File: src/rtl/jtopl_pg_ring.sv
// -----------------------------------------------------------------------------
// jtopl_pg_ring
//
// Per-slot phase state store for the OPL phase generator. The 19-bit phase
// accumulators of all operator slots live in a rotating ring. The head of the
// ring is the current slot's stored phase. The phase-sum stage returns the
// updated phase in the same cycle, and that value is written back at the tail.
// A parallel 1-bit ring remembers the key-on state seen at each slot's last
// visit. From it the block produces a one-shot phase reset on a key-on rising
// edge. The upper 10 bits of the written phase are registered together with
// their slot tag for the operator pipeline.
//
// Optional feature macro: JTOPL_PG_FREEZE_EN (adds the pg_freeze input).
//
// Parameters:
//   SLOTS      number of operator slots in the ring (default 18)
// Ports:
//   clk        system clock
//   rst        asynchronous active-high reset
//   cen        clock enable; the ring advances one slot per enabled edge
//   keyon      key-on state of the current slot
//   phase_in   stored phase of the current slot (ring head), combinational
//   pg_rst     phase reset request for the current slot, combinational
//   phase_out  updated phase for the current slot, from the phase-sum stage
//   slot       current slot index, 0..SLOTS-1
//   zero       high while slot == 0 (frame sync)
//   op_phase   registered write value [18:9] of the previous slot
//   op_slot    slot index matching op_phase
//   pg_freeze  (JTOPL_PG_FREEZE_EN only) hold stored phases unless pg_rst
// -----------------------------------------------------------------------------
module jtopl_pg_ring #(
  parameter int SLOTS = 18
) (
  input  logic        clk,
  input  logic        rst,
  input  logic        cen,
  input  logic        keyon,
  output logic [18:0] phase_in,
  output logic        pg_rst,
  input  logic [18:0] phase_out,
  output logic [4:0]  slot,
  output logic        zero,
  output logic [9:0]  op_phase,
  output logic [4:0]  op_slot
`ifdef JTOPL_PG_FREEZE_EN
  ,
  input  logic        pg_freeze
`endif
);

  localparam logic [4:0] LAST_SLOT = 5'(SLOTS - 1);

  logic [18:0]      ring [SLOTS];
  logic [SLOTS-1:0] kon_hist;
  logic             kon_head;
  logic [18:0]      wr_val;

  assign phase_in = ring[0];
  assign kon_head = kon_hist[0];

  // A slot requests a phase reset only when it is keyed on now but was not
  // keyed on at its previous visit.
  assign pg_rst = keyon & ~kon_head;

  assign zero = (slot == 5'd0);

  // Freeze recirculates the stored phase, but a pending phase reset still
  // wins so that key-on always restarts the operator from phase 0.
`ifdef JTOPL_PG_FREEZE_EN
  assign wr_val = (pg_freeze && !pg_rst) ? phase_in : phase_out;
`else
  assign wr_val = phase_out;
`endif

  // Ring rotation: the head moves one step toward index 0 and the tail takes
  // the written value. This means each value returns to the head SLOTS enabled
  // edges later.
  always_ff @(posedge clk or posedge rst) begin
    if (rst) begin
      for (int i = 0; i < SLOTS; i++) begin
        ring[i] <= '0;
      end
      kon_hist <= '0;
      slot     <= '0;
      op_phase <= '0;
      op_slot  <= '0;
    end else if (cen) begin
      for (int i = 0; i < SLOTS - 1; i++) begin
        ring[i] <= ring[i+1];
      end
      ring[SLOTS-1] <= wr_val;
      kon_hist      <= {keyon, kon_hist[SLOTS-1:1]};
      slot          <= (slot == LAST_SLOT) ? 5'd0 : slot + 5'd1;
      op_phase      <= wr_val[18:9];
      op_slot       <= slot;
    end
  end

endmodule

File: config.mk
export PLATFORM = sky130hd
export DESIGN_NAME = jtopl_pg_ring
export DESIGN_NICKNAME = d
export VERILOG_FILES = /design/src/rtl/jtopl_pg_ring.sv
export SDC_FILE = /design/constraint.sdc
export NUM_CORES = 1
export LEC_CHECK = 0
export ABC_AREA = 1
export ABC_CLOCK_PERIOD_IN_PS = 12900
export CAP_MARGIN = 20
export CORE_ASPECT_RATIO = 1.4
export CORE_MARGIN = 4
export CORE_UTILIZATION = 35
export CTS_BUF_LIST = sky130_fd_sc_hd__clkbuf_8
export CTS_CLUSTER_DIAMETER = 80
export DETAILED_ROUTE_END_ITERATION = 10
export HOLD_SLACK_MARGIN = 0.08
export PLACE_DENSITY = 0.48
export REMOVE_ABC_BUFFERS = 1
export SETUP_SLACK_MARGIN = 0.15
export SLEW_MARGIN = 20
export SYNTH_ARGS = -nofsm -noshare
export SYNTH_HDL_FRONTEND = slang
export SYNTH_SLANG_ARGS = --single-unit
export TNS_END_PERCENT = 100
File: constraint.sdc
create_clock -name clk -period 12.9 [get_ports clk]
set_input_delay 1.29 -clock clk [delete_from_list [all_inputs] [get_ports clk]]
set_output_delay 1.29 -clock clk [all_outputs]
set_load 0.05 [all_outputs]
==> results of run 1 <==
## critical path, delay by kind of cell
| family | cells | cell delay [ns] |
|---|---|---|
| buf+inv | 3 | 1.29 |
| simple gates | 1 | 0.07 |
## per-layer routing
| layer | up-vias | part of all wire, % | track usage [%] |
|---|---|---|---|
| met2 | 123 | 44 | 17.4 |
| li1 | 4785 | - | - |
| met4 | 0 | 2.8 | 4.15 |
| met5 | - | 0 | 0 |
| met3 | 54 | 4.4 | 2.48 |
| met1 | 4333 | 48 | 14.9 |
## flip-flops by register name, indices dropped and copies added (netlist names)
signal    count
kon_hist     18
slot          5
phase_in     19
ring        313
op_phase     10
op_slot       5
## worst max path at each step
stage                               to   from  slack (ns)
6_report                        pg_rst  keyon        8.95
3_5_place_dp     ring[148]$_DFFE_PP0P_    cen        8.46
3_3_place_gp     ring[154]$_DFFE_PP0P_    cen        8.48
2_1_floorplan  kon_hist[0]$_DFFE_PP0P_    rst        1.34
5_1_grt          ring[154]$_DFFE_PP0P_    cen        8.75
4_1_cts                         pg_rst  keyon        8.93
## metrics by stage
| step | area, µm² | std cells | setup slack, ns | hold slack, ns |
|---|---|---|---|---|
| finish | 16000 | 2178 | 8.95 | 0.467 |
| global route | 16000 | 2178 | 8.75 | 0.485 |
| CTS | 16000 | 2177 | 8.93 | 0.470 |
| detailed placement | 14900 | 2075 | 8.46 | 0.457 |
| global placement | 14900 | 2075 | 8.48 | 0.453 |
| floorplan | 13500 | 1471 | 1.34 | 0.442 |
## layout by cell type, fill, tap and decap left out
cell type        instances
buf_8                    1
clkinv_2                 2
xor2_1                   2
nand3_1                  3
ha_1                     3
o21ai_1                  2
dfrtp_1                370
buf_4                    6
buf_12                   1
nor2_1                   8
clkdlybuf4s50_1         62
inv_8                    1
o21ai_0                 54
clkinv_8                 1
inv_1                   62
clkbuf_8                70
diode_2                  1
nand2_1                995
## power by group through the flow
stage          Clock, mW  Sequential (mW)  Combinational (mW)
6_report           0.913             1.44               0.386
5_1_grt             1.01             1.46               0.445
4_1_cts            0.964             1.44               0.397
3_5_place_dp           0             1.46               0.397
3_3_place_gp           0             1.46               0.389
2_1_floorplan          0             1.53               0.187
## final cells by class
cell class              instances  area, µm²  share of cell area (%)
flip-flops and latches        370       9260                    57.9
multi-input cells            1067       4120                    25.8
clock buffers                  70        963                    6.03
repair buffers                 70        701                    4.38
well taps                     534        668                    4.18
inverters                      34        148                   0.924
clock inverters                32        123                   0.767
diodes                          1       2.50                  0.0157
## cells by family after synthesis
kind of cell / after synthesis / share of synthesized area [%]
buf+inv: 144 / 6.89
compound gates: 56 / 1.95
xor+xnor: 2 / 0.122
fa+ha+maj: 3 / 0.261
flops: 370 / 64.5
simple gates: 1006 / 26.3
==> out/qor.csv, run 1 <==
stage;metric;value;unit
detailed_routing;Iter 0 DRT Violations;871;
final_layout;Layout area overhead;11.2;%
die;Row Count;87;
timing;Final Hold Fails;0;
power_and_ir_drop;Clk network pwr share;33.3;%
global_route;vias in the first global route;9040;
die;IO Pins;64;
detailed_routing;DRT Pass-1 Iters;4;
detailed_routing;Final ANT Viol Nets;0;
timing;RSZ-0062 raised after global routing;false;
logic_synthesis;area leader, netlist;dfrtp_1;
timing;Slew headroom;36.1;%
clock_tree;H-tree depth;2;
final_layout;Filler cells;4055;
logic_synthesis;Synth Warn #;0;
placed_design;Detail Placement HPWL;11500;µm
timing;clk_skew;0.00835;ns
clock_tree;root buffer cell;clkbuf_8;
timing;worst slew pin tran;0.958;ns
logic_synthesis;register area share after synthesis;64.5;%
critical_path;CP endpoint kind;output pin;
worst_hold_path;hold_sp;ring[38]$_DFFE_PP0P_;
power_and_ir_drop;Pwr Total;2.74;mW
clock_tree;TritonCTS clock tree;done;
worst_hold_path;Worst Hold Path Cells;2;
global_route;Tot GR Track Use;11.0;%
global_route;GRT overflow;0;
die;Initial Utilization;35.6;%
logic_synthesis;Top FF cell, synth;dfrtp_1;
die;core area;40400;µm²
detailed_routing;DR vias;9295;
critical_path;Worst EP arrival;2.66;ns
critical_path;CP required;11.61;ns
logic_synthesis;share of Yosys cell area claimed by the top area cell type;64.5;%
placed_design;routability congestion estimate;0.662;
detailed_routing;drt wl/cell;10.8;µm
placed_design;number of I/O port buffers;63;
logic_synthesis;synth cell count leaders;995 x nand2_1, 370 x dfrtp_1, 54 x o21ai_0;
power_and_ir_drop;P_leak;8.74;nW
timing;Tmin final;3.95;ns
power_and_ir_drop;Comb power frac;14.1;%
final_layout;Final Util;39.6;%
power_and_ir_drop;Sw Ratio;28.5;%
critical_path;cell breakdown of the critical path;clkdlybuf4s50_1 > inv_1 > nor2_1 > clkdlybuf4s50_1;
logic_synthesis;count leader, synth;nand2_1;
critical_path;critical path class;in -> out;
critical_path;Worst Reg-to-Reg Cells;7;
clock_tree;hold_buf cts;0;
critical_path;worst flop-to-flop path endpoint;slot[4]$_DFFE_PP0P_;
final_layout;Layout Nets;1627;
status;outcome;completed;
critical_path;slowest stage cell on the critical path;clkdlybuf4s50_1;
critical_path;FF-to-FF Start;slot[1]$_DFFE_PP0P_;
logic_synthesis;synth top area cells;dfrtp_1 64%, nand2_1 26%, buf_6 2.8%, o21ai_0 1.9%, buf_4 1.8%;
logic_synthesis;Post-synth ARST share;100;%
timing;Final Setup Violations;0;
global_route;largest net degree at the start of global routing;229;
critical_path;R2R setup slack;11.76;ns
worst_hold_path;Worst Hold Endpoint;ring[38]$_DFFE_PP0P_;
critical_path;crit-path max FO;2;
final_layout;layout cells sized above 1;4.99;%
power_and_ir_drop;Reg power frac;52.6;%
logic_synthesis;Netlist cell types;14;
global_route;initial antenna violation count;1;
logic_synthesis;synthesized area;14400;µm²
timing;fin crit share;30.6;%
logic_synthesis;Synth Instances;1581;
clock_tree;clock slew at reported path FFs;0.06;ns
detailed_routing;Routed WL;23600;µm
flow_run;max-cap viol count;0;
die;die area;44400;µm²
clock_tree;Num CTS Buffers;58;
critical_path;crit start category;input pin;
die;chip height;248;µm
logic_synthesis;synthesized area per cell;9.09;µm²
power_and_ir_drop;net load switching power;0.779;mW
timing;fmax;253;MHz
clock_tree;# resized after CTS;0;
detailed_routing;DRC;0;
detailed_routing;vias per cell;4.27;
clock_tree;Max Buffers Root-to-Sink;3;
die;Die Wd;179;µm
power_and_ir_drop;power density over cell area;171;nW/µm²
clock_tree;worst skew pair latency;0.58;ns
power_and_ir_drop;Cell Int Power;1.96;mW
critical_path;CP max stage delay;0.80;ns
clock_tree;setup bufs post-CTS;0;
worst_hold_path;Worst Hold Class;reg -> reg;
logic_synthesis;number of synthesized flops with an enable pin;0;
logic_synthesis;#FFs+latches synth;370;
timing;setup TNS;0;ns
power_and_ir_drop;Max VDD drop;0.0626;mV
global_route;first-pass GRT wire length;42300;µm
timing;pins over their slew limit;0;
critical_path;most used cell, CP;clkdlybuf4s50_1;
clock_tree;clk sink count;370;
No activity file was read; power rests on OpenSTA's default activity.
==> run 2, diff against run 1 <==
Settings changed: ABC_CLOCK_PERIOD_IN_PS 12900 to 3300, PLACE_DENSITY 0.48 to 0.5.
Clock period 12.9 ns to 3.3 ns, I/O delays scaled along.
==> out/qor.csv, run 2 (synthesis gave the netlist of run 1 again) <==
stage;metric;value;unit
critical_path;crit start category;flip-flop;
timing;Final Hold Fails;0;
detailed_routing;drt wl/cell;10.3;µm
critical_path;CP max stage delay;0.81;ns
timing;Slew headroom;39.8;%
critical_path;slowest stage cell on the critical path;clkdlybuf4s50_1;
detailed_routing;Iter 0 DRT Violations;824;
final_layout;most flop-heavy register;ring;
detailed_routing;max layer used;met4;
final_layout;Storage cell area;9260;µm²
final_layout;final non-filler cell total;2185;
global_route;vias in the first global route;8758;
final_layout;Layout area overhead;13.0;%
global_route;initial antenna violation count;1;
timing;fin crit share;77.5;%
clock_tree;# resized after CTS;0;
clock_tree;TritonCTS clock tree;done;
flow_run;max-cap viol count;0;
timing;Tmin final;2.56;ns
critical_path;CP Buf/Inv Count;1;
timing;RSZ-0062 raised after global routing;false;
critical_path;CP required;2.97;ns
final_layout;Final Util;40.2;%
clock_tree;setup bufs post-CTS;0;
critical_path;Crit path max-delay family;buffers and inverters;
die;core area;40400;µm²
timing;clk_skew;0.0116;ns
final_layout;Layout Nets;1631;
global_route;largest net degree at the start of global routing;194;
timing;fmax;391;MHz
placed_design;pre-CTS WS;1.25;ns
clock_tree;hold_buf cts;0;
die;Initial Utilization;35.6;%
placed_design;Post-Place Cells;2079;
detailed_routing;DR vias;9228;
status;outcome;completed;
power_and_ir_drop;P_leak;8.83;nW
critical_path;crit-path max FO;6;
global_route;GRT overflow;0;
detailed_routing;Detail Route met2 WL;9700;µm
power_and_ir_drop;power density over cell area;685;nW/µm²
placed_design;number of I/O port buffers;63;
detailed_routing;M1 WL;11200;µm
final_layout;Filler cells;4103;
critical_path;critical path depth;4;
final_layout;max reg flops;313;
die;Die Wd;179;µm
timing;pins over their slew limit;0;
global_route;first-pass GRT wire length;41000;µm
detailed_routing;Routed WL;22500;µm
final_layout;most frequent cells in the layout;995 x nand2_1, 370 x dfrtp_1, 79 x clkbuf_8;
critical_path;most used cell, CP;nor2_1;
die;die area;44400;µm²
timing;final worst setup slack;0.741;ns
clock_tree;root buffer cell;clkbuf_8;
critical_path;critical path class;reg -> out;
die;IO Pins;64;
timing;worst slew pin tran;0.904;ns
clock_tree;H-tree depth;2;
die;Row Count;87;
power_and_ir_drop;Max VDD drop;0.270;mV
clock_tree;Max Buffers Root-to-Sink;3;
die;chip height;248;µm
global_route;Tot GR Track Use;10.7;%
clock_tree;Num CTS Buffers;58;
placed_design;routability congestion estimate;0.672;
detailed_routing;wire length on met3;956;µm
clock_tree;worst skew pair latency;0.59;ns
clock_tree;clk sink count;370;
worst_hold_path;Worst Hold Class;in -> async;
critical_path;cell breakdown of the critical path;nor2_1 > nand2_1 > nor2_1 > clkdlybuf4s50_1;
placed_design;Detail Placement HPWL;11000;µm
detailed_routing;vias per cell;4.22;
clock_tree;clock slew at reported path FFs;0.06;ns
detailed_routing;DRT Pass-1 Iters;5;
detailed_routing;DRC;0;
final_layout;commonest non-fill, non-tap cell in the layout;nand2_1;
timing;Hold WS;0.185;ns
critical_path;CP endpoint kind;output pin;
final_layout;area of the multi-input gates;4120;µm²
detailed_routing;Final ANT Viol Nets;0;
critical_path;Worst EP arrival;2.23;ns
final_layout;layout cells sized above 1;6.12;%
timing;Final Setup Violations;0;
critical_path;Worst Reg-to-Reg Cells;7;
-- run 2: changes by cell type in the layout (fill, tap and decap cells not counted), sizes merged --
cell    previous run  this run
bufinv             0         2
inv               63        51
clkinv             3         7
clkbuf            70        79
buf                8        12
-- run 2: worst paths after layout --
kind | endpoint | from | slack (ns)
hold reg to reg | ring[236]$_DFFE_PP0P_ | ring[217]$_DFFE_PP0P_ | 0.46
setup / recovery | zero | slot[2]$_DFFE_PP0P_ | 0.74
hold / removal | ring[314]$_DFFE_PP0P_ | rst | 0.18
max in group asynchronous | ring[8]$_DFFE_PP0P_ | rst | 2.23
setup reg to reg | slot[4]$_DFFE_PP0P_ | slot[1]$_DFFE_PP0P_ | 2.15
min in group clk | op_phase[6]$_DFFE_PP0P_ | phase_out[15] | 0.27
-- run 2: power by group --
group          total [mW]  internal, mW  leakage [nW]  switching [mW]
logic                1.52         0.528          3.22           0.994
registers            5.62          5.25          4.89           0.372
clock network        3.98          2.27         0.716            1.71
-- run 2: per-stage QoR --
step           total power [mW]  area (µm²)  setup TNS, ns
2_1_floorplan              6.71       13500       -2702.43
3_3_place_gp               7.20       15000              0
3_5_place_dp               7.26       15000              0
4_1_cts                    11.4       16200              0
5_1_grt                    11.8       16200              0
6_report                   11.1       16200              0
-- run 2: per-layer routing --
layer  track usage (%)  vias up
met4              4.44        0
met3              2.32       55
met2              16.1      143
met5                 0        -
met1              15.0     4243
li1                  -     4787
-- run 2: layout make-up --
class                   count  area share (%)
diodes                      1          0.0154
clock buffers              79            6.70
flip-flops and latches    370            57.0
repair buffers             74            4.89
well taps                 534            4.12
multi-input cells        1067            25.4
clock inverters            26           0.971
inverters                  34           0.910
==> run 3, diff against run 2 <==
Settings changed: ABC_CLOCK_PERIOD_IN_PS 3300 to 2600, PLACE_DENSITY 0.5 to 0.48.
Clock period 3.3 ns to 2.6 ns, I/O delays scaled along.
==> out/qor.csv, run 3 (synthesis gave the netlist of run 1 again) <==
stage;metric;value;unit
detailed_routing;DRC;0;
final_layout;Layout Nets;1641;
power_and_ir_drop;P_leak;8.87;nW
clock_tree;Num CTS Buffers;58;
final_layout;most flop-heavy register;ring;
final_layout;layout cells sized above 1;6.16;%
placed_design;number of I/O port buffers;63;
global_route;Tot GR Track Use;10.9;%
critical_path;Worst Reg-to-Reg Cells;7;
power_and_ir_drop;power density over cell area;859;nW/µm²
timing;fin crit share;83.7;%
timing;worst slew pin tran;0.654;ns
die;chip height;248;µm
die;die area;44400;µm²
placed_design;routability congestion estimate;0.675;
critical_path;CP endpoint kind;output pin;
timing;Final Hold Fails;0;
detailed_routing;Iter 0 DRT Violations;778;
timing;fmax;459;MHz
critical_path;slowest stage cell on the critical path;dlygate4sd2_1;
global_route;first-pass GRT wire length;41500;µm
critical_path;CP max stage delay;0.53;ns
power_and_ir_drop;Pwr Total;14.0;mW
detailed_routing;Routed WL;22900;µm
critical_path;crit-path max FO;6;
placed_design;Post-Place Cells;2087;
final_layout;Final Util;40.3;%
clock_tree;clk sink count;370;
timing;final worst setup slack;0.423;ns
die;Row Count;87;
status;outcome;completed;
critical_path;critical path class;reg -> out;
global_route;initial antenna violation count;1;
timing;Slew headroom;56.4;%
clock_tree;Max Buffers Root-to-Sink;3;
global_route;vias in the first global route;8750;
placed_design;pre-CTS WS;0.698;ns
global_route;largest net degree at the start of global routing;127;
timing;Final Setup Violations;0;
global_route;GRT overflow;0;
detailed_routing;Final ANT Viol Nets;0;
worst_hold_path;Worst Hold Class;in -> reg;
critical_path;CP required;2.34;ns
flow_run;max-cap viol count;0;
die;Die Wd;179;µm
final_layout;Layout area overhead;13.3;%
die;core area;40400;µm²
worst_hold_path;Worst Hold Path Cells;3;
clock_tree;worst skew pair latency;0.59;ns
power_and_ir_drop;Max VDD drop;0.256;mV
timing;setup TNS;0;ns
clock_tree;root buffer cell;clkbuf_8;
detailed_routing;vias per cell;4.15;
timing;Tmin final;2.18;ns
critical_path;Worst EP arrival;1.92;ns
final_layout;commonest non-fill, non-tap cell in the layout;nand2_1;
final_layout;most frequent cells in the layout;995 x nand2_1, 370 x dfrtp_1, 75 x clkbuf_8;
critical_path;cell breakdown of the critical path;inv_1 > ha_1 > nand2_1 > nor2_1 > dlygate4sd2_1;
die;Initial Utilization;35.6;%
clock_tree;TritonCTS clock tree;done;
detailed_routing;DR vias;9104;
timing;clk_skew;0.00909;ns
timing;pins over their slew limit;0;
critical_path;crit start category;flip-flop;
timing;RSZ-0062 raised after global routing;false;
final_layout;final non-filler cell total;2192;
clock_tree;H-tree depth;2;
detailed_routing;DRT Pass-1 Iters;5;
detailed_routing;drt wl/cell;10.4;µm
die;IO Pins;64;
clock_tree;clock slew at reported path FFs;0.06;ns
placed_design;Detail Placement HPWL;11800;µm
final_layout;max reg flops;313;
[run 3: changes by cell type in the layout (fill, tap and decap cells not counted)]
| cell | previous run | this run |
|---|---|---|
| dlygate4sd3_1 | 0 | 2 |
| buf_12 | 6 | 8 |
| inv_1 | 50 | 54 |
| clkdlybuf4s50_1 | 62 | 61 |
| buf_4 | 5 | 11 |
| clkinv_2 | 6 | 3 |
| dlygate4sd2_1 | 0 | 1 |
| clkbuf_8 | 79 | 75 |
[run 3: path summary, 6_finish.rpt]
path	start	end	slack, ns
min	phase_out[14]	op_phase[5]$_DFFE_PP0P_	0.20
min in group asynchronous	rst	phase_in[7]$_DFFE_PP0P_	0.63
min reg2reg	phase_in[14]$_DFFE_PP0P_	phase_in[14]$_DFFE_PP0P_	0.47
max	slot[0]$_DFFE_PP0P_	zero	0.42
max reg2reg	slot[1]$_DFFE_PP0P_	slot[4]$_DFFE_PP0P_	1.47
max in group asynchronous	rst	ring[155]$_DFFE_PP0P_	1.15
[run 3: through the flow]
stage	hold slack [ns]	cell area [µm²]
CTS	0.130	16300
detailed placement	0.458	15100
finish	0.202	16300
global route	0.151	16300
floorplan	0.367	13500
global placement	0.453	15100
[run 3: worst max-delay path: cells and delay by family (launching register included)]
family	cells	cell delay, ns
flip-flops	1	0.44
buffers and inverters	2	0.63
AND/OR/NAND/NOR	2	0.13
adder cells (fa/ha/maj)	1	0.14
[run 3: final cells by class]
class	instances	area, µm²
clock inverters	27	158
repair buffers	84	897
well taps	534	668
inverters	34	148
diodes	1	2.50
flip-flops and latches	370	9260
fillers	4133	24100
clock buffers	75	1030
multi-input cells	1067	4120
[run 3: power by group]
group | switching [mW] | internal (mW) | total [mW]
Clock | 2.15 | 2.75 | 4.90
Combinational | 1.26 | 0.681 | 1.94
Sequential | 0.471 | 6.67 | 7.14
[run 3: what timing repair did]
action	4_1_cts	5_1_grt
endpoints found under the setup margin	1	0
gates resized for setup	1	0
hold endpoints to repair	64	0
setup buffers	0	0
hold buffers	2	0
[run 3: layer usage]
layer	wire length [µm]	up-vias	global-route usage, %
met2	9630	117	16.2
met1	11700	4153	15.4
li1	-	4796	-
met5	0	-	0
met3	1070	38	2.80
met4	490	0	3.92
